File: config.mk
export PLATFORM = sky130hd
export DESIGN_NAME = ppu_timing_gen
export DESIGN_NICKNAME = d
export VERILOG_FILES = /design/src/rtl/ppu_timing_gen.sv
export SDC_FILE = /design/constraint.sdc
export NUM_CORES = 1
export LEC_CHECK = 0
export ABC_AREA = 1
export CAP_MARGIN = 20
export CORE_MARGIN = 2
export CORE_UTILIZATION = 54
export DETAILED_ROUTE_END_ITERATION = 10
export PLACE_DENSITY_LB_ADDON = 0.15
export SYNTH_ARGS = -nofsm -noshare
export SYNTH_HDL_FRONTEND = slang
export SYNTH_SLANG_ARGS = --single-unit
File: constraint.sdc
create_clock -name PPUCLK -period 5 [get_ports PPUCLK]
set_input_delay 0.75 -clock PPUCLK [delete_from_list [all_inputs] [get_ports PPUCLK]]
set_output_delay 0.75 -clock PPUCLK [all_outputs]
set_load 0.01 [all_outputs]
File: src/rtl/ppu_timing_gen.sv
// ppu_timing_gen: PPU scanline/dot timing, blanking decode, tile-fetch phase, vblank flag and NMI request
// Ports: PPUCLK clock; RST sync active-high reset; RENDER_EN, NMI_EN, STATUS_RD ($2002 read pulse) inputs;
// DOT/LINE counters; VISIBLE/HBLANK/FETCH_ACTIVE/FETCH_PHASE/FRAME_START decoded from the current dot;
// VBLANK status flag, NMI = VBLANK & NMI_EN, ODD_FRAME toggling on every frame wrap.
// Build option PPU_ODD_SKIP_EN: on odd frames with rendering on, the last pre-render dot is skipped.
module ppu_timing_gen #(
  parameter int DOTS_PER_LINE   = 341,
  parameter int LINES_PER_FRAME = 262,
  parameter int VIS_DOTS        = 256,
  parameter int VIS_LINES       = 240,
  parameter int VBLANK_LINE     = 241,
  parameter int PRERENDER_LINE  = 261,
  parameter int CNT_W           = 9
) (
  input  logic             PPUCLK,
  input  logic             RST,
  input  logic             RENDER_EN,
  input  logic             NMI_EN,
  input  logic             STATUS_RD,
  output logic [CNT_W-1:0] DOT,
  output logic [CNT_W-1:0] LINE,
  output logic             VISIBLE,
  output logic             HBLANK,
  output logic             VBLANK,
  output logic             NMI,
  output logic             FETCH_ACTIVE,
  output logic [2:0]       FETCH_PHASE,
  output logic             ODD_FRAME,
  output logic             FRAME_START
);
  localparam logic [CNT_W-1:0] DOT_ONE   = CNT_W'(1);
  localparam logic [CNT_W-1:0] DOT_LAST  = CNT_W'(DOTS_PER_LINE - 1);
  localparam logic [CNT_W-1:0] LINE_LAST = CNT_W'(LINES_PER_FRAME - 1);
  localparam logic [CNT_W-1:0] VIS_D     = CNT_W'(VIS_DOTS);
  localparam logic [CNT_W-1:0] VIS_L     = CNT_W'(VIS_LINES);
  localparam logic [CNT_W-1:0] VBL       = CNT_W'(VBLANK_LINE);
  localparam logic [CNT_W-1:0] PRE       = CNT_W'(PRERENDER_LINE);
  localparam logic [CNT_W-1:0] FET_LO    = CNT_W'(DOTS_PER_LINE - 20);
  localparam logic [CNT_W-1:0] FET_HI    = CNT_W'(DOTS_PER_LINE - 5);
`ifdef PPU_ODD_SKIP_EN
  localparam logic [CNT_W-1:0] DOT_SKIP  = CNT_W'(DOTS_PER_LINE - 2);
`endif
  logic [CNT_W-1:0] dot_q, dot_d, line_q, line_d;
  logic             vblank_q, vblank_d, odd_q, odd_d;
  logic             skip, line_end, frame_end, render_line, fetch_win;
  always_comb begin
`ifdef PPU_ODD_SKIP_EN
    skip = line_q == PRE && odd_q && RENDER_EN && dot_q == DOT_SKIP;
`else
    // rendering has no effect on frame length in this build
    skip = RENDER_EN & 1'b0;
`endif
    line_end  = dot_q == DOT_LAST || skip;
    frame_end = line_end && line_q == LINE_LAST;
    dot_d     = line_end ? '0 : dot_q + 1'b1;
    line_d    = frame_end ? '0 : line_end ? line_q + 1'b1 : line_q;
    odd_d     = odd_q ^ frame_end;
    // a $2002 read on the set edge wins, suppressing the flag (and NMI) for this frame
    vblank_d  = STATUS_RD ? 1'b0 :
                (line_d == VBL && dot_d == DOT_ONE) ? 1'b1 :
                (line_d == PRE && dot_d == DOT_ONE) ? 1'b0 : vblank_q;
  end
  always_ff @(posedge PPUCLK) begin
    if (RST) begin
      dot_q    <= '0;
      line_q   <= PRE;
      vblank_q <= 1'b0;
      odd_q    <= 1'b0;
    end else begin
      dot_q    <= dot_d;
      line_q   <= line_d;
      vblank_q <= vblank_d;
      odd_q    <= odd_d;
    end
  end
  always_comb begin
    render_line  = line_q < VIS_L || line_q == PRE;
    fetch_win    = (dot_q >= DOT_ONE && dot_q <= VIS_D) || (dot_q >= FET_LO && dot_q <= FET_HI);
    VISIBLE      = line_q < VIS_L && dot_q >= DOT_ONE && dot_q <= VIS_D;
    HBLANK       = dot_q == '0 || dot_q > VIS_D;
    FETCH_ACTIVE = render_line && fetch_win;
    FETCH_PHASE  = FETCH_ACTIVE ? 3'(dot_q - DOT_ONE) : 3'd0;
    FRAME_START  = line_q == '0 && dot_q == '0;
  end
  assign DOT       = dot_q;
  assign LINE      = line_q;
  assign VBLANK    = vblank_q;
  assign NMI       = vblank_q & NMI_EN;
  assign ODD_FRAME = odd_q;
endmodule
Word level (Yosys, flattened, before mapping)
Index checks and enable logic that the tools add are counted.

cells by class
  magnitude comparators = 6
  $add $sub $neg = 3
  mux-type cells = 6
  bitwise gates (word level) = 2
  reductions and logical operators = 16
  eq/ne operators = 5

operator list
  kind                                                  count
  equality test 9 bit, second input constant            3
  2-to-1 mux 9 bit                                      3
  adder 9 x 1 -> 9 bit, second input constant           2
  <= comparator 9 bit, second input constant            2
  zero test 9 bit                                       2
  equality test 9 x 1 -> 1 bit, second input constant   1
  equality test 9 x 8 -> 1 bit, second input constant   1
  >= comparator 9 x 1 -> 1 bit, second input constant   1
  >= comparator 9 bit, second input constant            1
  greater-than comparator 9 bit, second input constant  1
  logical AND 1 bit                                     9
  < comparator 9 x 8 -> 1 bit, second input constant    1
  logical OR 1 bit                                      3
  2-to-1 mux 3 bit                                      1
  subtractor 3 x 1 -> 3 bit, second input constant      1
  2-to-1 mux 1 bit                                      2
  nonzero test 2 bit                                    1
  OR reduction 2 bit                                    1
  AND 1 bit                                             1
  bitwise XOR 1 bit                                     1

word-level totals
  input port bits = 5
  word-level logic and storage cells = 42
  flip-flop bits (word level) = 20
  output and inout port bits = 28

Longest topological paths before layout
Gate-level depths: netlist (run 1).

  depth in word-level cells = 7
  gate-level depth with buffers = 15
  depth with buffers taken out = 15

Worst setup path before layout (run 1)
OpenSTA, ideal clock, no wires.

  kind = reg2out
  from = register dot_q[0] (netlist: DOT[0])
  to = output FETCH_ACTIVE
  stages on the path, launching flop included = 10
  path buffers = 0
  slack = 2.714 ns
  arrival time = 1.536 ns
  required time = 4.250 ns
  path through = dfxtp_1 inv_1 ha_1 nand2_1 nor2_1 a32o_1 nand4_1 nand2_1 o21ai_0 inv_1

on the way
  cells in the longest elaborated chain, start to end = 4
  elaborated cells between the ends (all ways) = 8
  those cells by class = order compare: 4; reduce/logical: 4

RTL lines
  element                                                     line  text
  from (decl)                                                 43    logic [CNT_W-1:0] dot_q, dot_d, line_q, line_d;
  from (signal assigned)                                      70    dot_q <= dot_d;
  >= comparator 9 x 1 -> 1 bit, or another cell as far along  78    fetch_win = (dot_q >= DOT_ONE && dot_q <= VIS_D) || (dot_q >= FET_LO && dot_q <= FET_HI);
  logical AND 1 bit                                           78
  logical OR 1 bit *                                          78
  logical AND 1 bit *                                         81    FETCH_ACTIVE = render_line && fetch_win;
  to (decl)                                                   26    output logic FETCH_ACTIVE,

Mark *: on every way between the ends. The rest lies on a longest branch, timed or not.

Worst setup path after layout (run 1)
  from = register dot_q[0] (netlist: DOT[0])
  to = output FETCH_PHASE[1]

on the way
  cells in the longest elaborated chain, start to end = 5
  elaborated cells between the ends (all ways) = 10
  those cells by class = add/sub: 1; order compare: 4; mux: 1; reduce/logical: 4

RTL lines
  element                                                     line  text
  >= comparator 9 x 1 -> 1 bit, or another cell as far along  78
  logical AND 1 bit                                           78
  logical OR 1 bit                                            78
  logical AND 1 bit                                           81
  2-to-1 mux 3 bit *                                          82    FETCH_PHASE = FETCH_ACTIVE ? 3'(dot_q - DOT_ONE) : 3'd0;
  to (decl)                                                   27    output logic [2:0] FETCH_PHASE,

Marked as above.

==> impl_metrics.tcl, run 1 <==
set metrics [dict create \
    antenna_left 0 \
    outcome "complete, no violations" \
    finalSetupViolCount 0 \
    reg2reg_setup_slack_ns 2.86 \
    hold_path_class "reg -> reg" \
    cp-end-kind "output port" \
    synth_common_cells "nand2_1 (67), nor2_1 (38), inv_1 (30)" \
    required_ns 4.25 \
    max_cap_violations 0 \
    worst_slew_pin_slew_ns 0.662 \
    nFillCells 266 \
    drt_iter0_drc 66 \
    die_w_um 56.4 \
    clk_pin_slew_ns 0.12 \
    cts_root_buf "clkbuf_4" \
    nets 285 \
    drtPass1Iterations 5 \
    viasPerCell 5.18 \
    critPathTopFamily "buffers and inverters" \
    antenna_found_initial 0 \
    max_stage_delay_ns 0.52 \
    cp_data_arrival_time_ns 2.55 \
    synth-seq-cells 20 \
    leakage_nw 0.898 \
    synthFlopType "dfxtp_1" \
    htree_levels 1 \
    cts_resized 0 \
    hold_viol 0 \
    min_period_over_period_pct 66.0 \
    die_area_sq_um 3190 \
    first_global_vias 1313 \
    place.gp.congestion 0.867 \
    crit_fanout 8 \
    synth.top_cell.area_share_pct 27.0 \
    yosysWarnings 0 \
    path_buf_inv 2 \
    drive_above_1_share_pct 9.56 \
    crit_path_cell_trace "inv_1 > ha_1 > nand2_1 > nor2_1 > a32o_1 > nand4_1 > nand2_1 > o21ai_0 > nor2_1 > clkdlybuf4s50_1" \
    clockBufferDepth 2 \
    grt_start_max_net_pins 18 \
    fp.dieH_um 56.4 \
    synthCells 242 \
    placed_cells 299 \
    ys_types 26 \
    crit_path_start_kind "register" \
    synth_area_sq_um 1490 \
    cts_hold_buf 0 \
    clock_skew_ns 0.00456 \
    period_needed_ns 3.30 \
    powerDensity_nw_per_um2 177 \
    instances_no_fill 303 \
    syn_avg_cell_area_sq_um 6.14 \
    synthTopCellsByArea "dfxtp_1 (27%), nand2_1 (17%), nor2_1 (9.6%), nand3_1 (8.4%), inv_1 (7.6%)" \
    clock_latency_ns 0.30 \
    synth_edf_count 0 \
    yosysTopAreaCell "dfxtp_1" \
    num_antenna_cells 0 \
    fp-row-count 19 \
    final_max_slew_viol_count 0 \
    yosysSeqAreaShare_pct 27.0 \
    slew_headroom_pct 55.7 \
    area_delta_synth_final_pct 23.2 \
    drt-total-wl_um 3420 \
    port-buffer-count 31 \
    ios 33 \
    clock-sinks 20 \
    drc 0 \
    grt_setup_unrepaired "false" \
    initial_utilization_pct 55.3 \
    yosysMostFrequentCell "nand2_1" \
    ir_worst_vdd_mv 0.149 \
    vias 1571 \
    wire_per_inst_um 11.3 \
    grt_use_total_pct 22.5 \
    slowest_stage "clkdlybuf4s50_1" \
    clock.fmax_mhz 303 \
    postCtsSetupRepairBufs 0 \
    synth_nets 254 \
    core_sq_um 2690 \
    dpl.hpwl_um 2660 \
    grt-ovfl-total 0 \
    setup_tns_ns 0 \
    async_reset_ff_share_pct 0 \
    grt_first_pass_wirelength_um 5790 \
    critical_path_class "reg -> out" \
    cts_inserted_buffers 3 \
    cts_tree "built" \
]
state kept, by name, summed over array words and instances, names as in the netlist:
signal and count:
LINE 9, VBLANK 1, ODD_FRAME 1, DOT 9
cell families (layout without fill, tap and decap cells):
logic type                 after synthesis  count (layout)  synth area share (%)
AOI/OAI and AO/OA                       10              10                  3.96
buffers and inverters                   41              71                  11.9
xor gates and xnor gates                 2               2                  1.18
adders and majority gates                7               7                  5.90
and+or+nand+nor                        162             162                  50.1
DFF                                     20              20                  27.0
final timing paths:
path | startpoint | end | cells after the start
setup / recovery | DOT[0] | FETCH_PHASE[1] | 10
setup reg to reg | DOT[0] | VBLANK | 13
hold / removal | ODD_FRAME | ODD_FRAME | 2
hold reg to reg | ODD_FRAME | ODD_FRAME | 2
area by class of cell:
| cell class | instances | area, sq um | area share, % |
|---|---|---|---|
| tap | 31 | 38.8 | 2.12 |
| sequential | 20 | 400 | 21.9 |
| inverter | 36 | 135 | 7.39 |
| multi-input combinational | 181 | 908 | 49.7 |
| timing repair buffer | 31 | 310 | 17.0 |
| clock buffer | 4 | 36.3 | 1.98 |
worst min-delay path, stage by stage, from the launching register on:
cell and delay, ns:
dfxtp_1 0.33, inv_1 0.06, a21oi_1 0.05
cells in the final DEF, fill, tap and decap left out:
| master | n |
|---|---|
| nand2_4 | 1 |
| nor2_4 | 4 |
| clkdlybuf4s50_1 | 31 |
| nand4_1 | 7 |
| nand3_2 | 2 |
| inv_1 | 30 |
| dfxtp_1 | 20 |
| or2_2 | 1 |
| nor2_1 | 38 |
| a21oi_1 | 2 |
| nand3_1 | 25 |
| nor2_2 | 3 |
| nand2_1 | 67 |
| nor4_1 | 2 |
| clkbuf_4 | 3 |
| a21oi_2 | 1 |
| nor3_1 | 7 |
| o21ai_0 | 6 |
| a32o_1 | 1 |
| xor2_1 | 1 |
| inv_2 | 6 |
| ha_1 | 7 |
| clkbuf_8 | 1 |
| xnor2_1 | 1 |
| nand2_2 | 4 |
| nand3b_1 | 1 |
per-layer routing:
| metal | vias up | wire length [um] | global-route usage, % |
|---|---|---|---|
| met1 | 700 | 1650 | 33.7 |
| met4 | 0 | 20 | 6.80 |
| met2 | 50 | 1480 | 33.6 |
| li1 | 819 | - | - |
| met5 | - | 0 | 0 |
| met3 | 2 | 270 | 2.76 |
power breakdown:
group	internal, mW	total (mW)	switching [mW]	leakage [nW]
sequential	0.161	0.166	0.00415	0.162
clock	0.0444	0.0973	0.0529	0.0210
combinational	0.0300	0.0611	0.0311	0.715
total	0.236	0.324	0.0882	0.898
per-stage QoR:
stage,area (sq um),hold slack (ns),worst slack (ns),total power [mW],utilization [%]
2_1_floorplan,1490,0.483,2.71,0.204,-
3_3_place_gp,1790,0.456,2.12,0.229,66.7
3_5_place_dp,1790,0.457,2.04,0.230,66.7
4_1_cts,1830,0.481,1.68,0.327,68.1
5_1_grt,1830,0.512,1.47,0.339,68.1
6_report,1830,0.474,1.70,0.324,68.1
No activity file was read; power rests on OpenSTA's default activity.
==> run 2, diff against run 1 <==
Settings changed: CORE_UTILIZATION 54 to 45.
Clock period 5 ns to 3 ns, I/O delays scaled along.
==> impl_metrics.tcl, run 2 (same netlist as run 1, synthesis figures left out) <==
set metrics [dict create \
    die_area_sq_um 3780 \
    swShare_pct 24.9 \
    dpl.hpwl_um 2840 \
    antenna_found_initial 0 \
    critical_path_class "reg -> out" \
    nets 287 \
    final_max_slew_viol_count 0 \
    cts_root_buf "clkbuf_4" \
    antenna_left 0 \
    period_needed_ns 2.75 \
    ios 33 \
    area_delta_synth_final_pct 26.4 \
    clockBufferDepth 2 \
    grt_use_total_pct 21.2 \
    cp_data_arrival_time_ns 2.30 \
    r2r_cells 14 \
    initial_utilization_pct 47.9 \
    drt_iter0_drc 124 \
    grt_start_max_net_pins 18 \
    num_antenna_cells 0 \
    p_switching_uw 152 \
    drtPass1Iterations 4 \
    first_global_vias 1407 \
    crit_fanout 9 \
    grt_first_pass_wirelength_um 6160 \
    postCtsSetupRepairBufs 0 \
    crit_path_cell_trace "nor2_1 > nand3_1 > nor4_1 > nand2_1 > nand4_1 > nand2_1 > o21ai_1 > nor2_1 > clkdlybuf4s50_1" \
    drt-total-wl_um 3650 \
    htree_levels 1 \
    finalSetupViolCount 0 \
    hold_viol 0 \
    drive_above_1_share_pct 10.6 \
    drc 0 \
    port-buffer-count 31 \
    clk_pin_slew_ns 0.13 \
    placed_cells 314 \
    grt_setup_unrepaired "false" \
    hold_path_class "reg -> reg" \
    setup_tns_ns 0 \
    final_common_cell "nand2_1" \
    cp-end-kind "output port" \
    intPower_uw 457 \
    worst_slew_pin_slew_ns 0.631 \
    max_cap_violations 0 \
    powerDensity_nw_per_um2 324 \
    clock-sinks 20 \
    max_stage_delay_ns 0.48 \
    required_ns 2.55 \
    core_sq_um 3100 \
    clock.fmax_mhz 363 \
    crit_path_start_kind "register" \
    nFillCells 319 \
    clock_skew_ns 0.00453 \
    power_frac_clock_pct 37.2 \
    min_period_over_period_pct 91.8 \
    ir_worst_vdd_mv 0.260 \
    viasPerCell 4.98 \
    sequentialPowerShare_pct 44.8 \
    clock_latency_ns 0.30 \
    cts_tree "built" \
    wire_per_inst_um 11.5 \
    hold_path_depth 2 \
    leakage_nw 0.915 \
    place.gp.congestion 0.924 \
    outcome "complete, no violations" \
    fp.dieH_um 61.5 \
    instances_no_fill 318 \
    grt-ovfl-total 0 \
    vias 1583 \
    die_w_um 61.5 \
    slowest_stage "clkdlybuf4s50_1" \
    slew_headroom_pct 57.8 \
    fp-row-count 20 \
    pwr-share-comb_pct 18.1 \
    cts_inserted_buffers 3 \
    layout_common_cells "nand2_1 (67), nor2_1 (38), clkdlybuf4s50_1 (31), inv_1 (29), nand3_1 (25)" \
]
==> run 2: worst max-delay path: cells and delay by family (launching register included) <==
kind            cells  cell delay [ns]
simple gates        7             0.94
flops               1             0.42
buf+inv             1             0.48
compound gates      1             0.16
==> run 2: cell type report <==
cell class | count | area, sq um | area share [%]
multi-input cells | 181 | 908 | 48.4
flip-flops and latches | 20 | 400 | 21.3
repair buffers | 33 | 325 | 17.3
inverters | 36 | 135 | 7.20
well taps | 44 | 55.1 | 2.93
clock inverters | 1 | 30.0 | 1.60
clock buffers | 3 | 22.5 | 1.20
==> run 2: repair_timing <==
action	4_1_cts	5_1_grt
hold buffers	0	0
setup endpoints to repair	0	4
gates resized for setup	0	3
==> run 2: layer usage <==
metal / global-route usage [%] / part of all wire (%)
met2: 32.5 / 44
met1: 32.1 / 49
met3: 1.89 / 6.7
met5: 0 / 0
met4: 5.17 / 0.52
==> run 2: stage by stage <==
step                hold WS (ns)  instance area [sq um]  utilization, %  power [mW]  worst slack (ns)
finish                     0.482                   1880            60.5       0.608             0.245
global route               0.491                   1880            60.5       0.634            0.0197
CTS                        0.482                   1880            60.5       0.606             0.185
detailed placement         0.460                   1820            58.8       0.387             0.527
global placement           0.454                   1820            58.8       0.385             0.567
floorplan                  0.483                   1490               -       0.340              1.01
==> run 2: worst paths after layout <==
check / startpoint / slack, ns / end
worst max-delay path: DOT[3] / 0.25 / FETCH_PHASE[2]
worst min-delay path: ODD_FRAME / 0.48 / ODD_FRAME
worst max register to register: DOT[1] / 0.94 / VBLANK
worst min register to register: ODD_FRAME / 0.48 / ODD_FRAME
==> run 2: power groups by stage <==
stage | clock network [mW] | logic [mW] | registers (mW)
after floorplan | 0 | 0.0595 | 0.280
after global placement | 0 | 0.107 | 0.278
after detailed placement | 0 | 0.109 | 0.278
after CTS | 0.225 | 0.110 | 0.272
after global routing | 0.239 | 0.122 | 0.273
final | 0.226 | 0.110 | 0.272
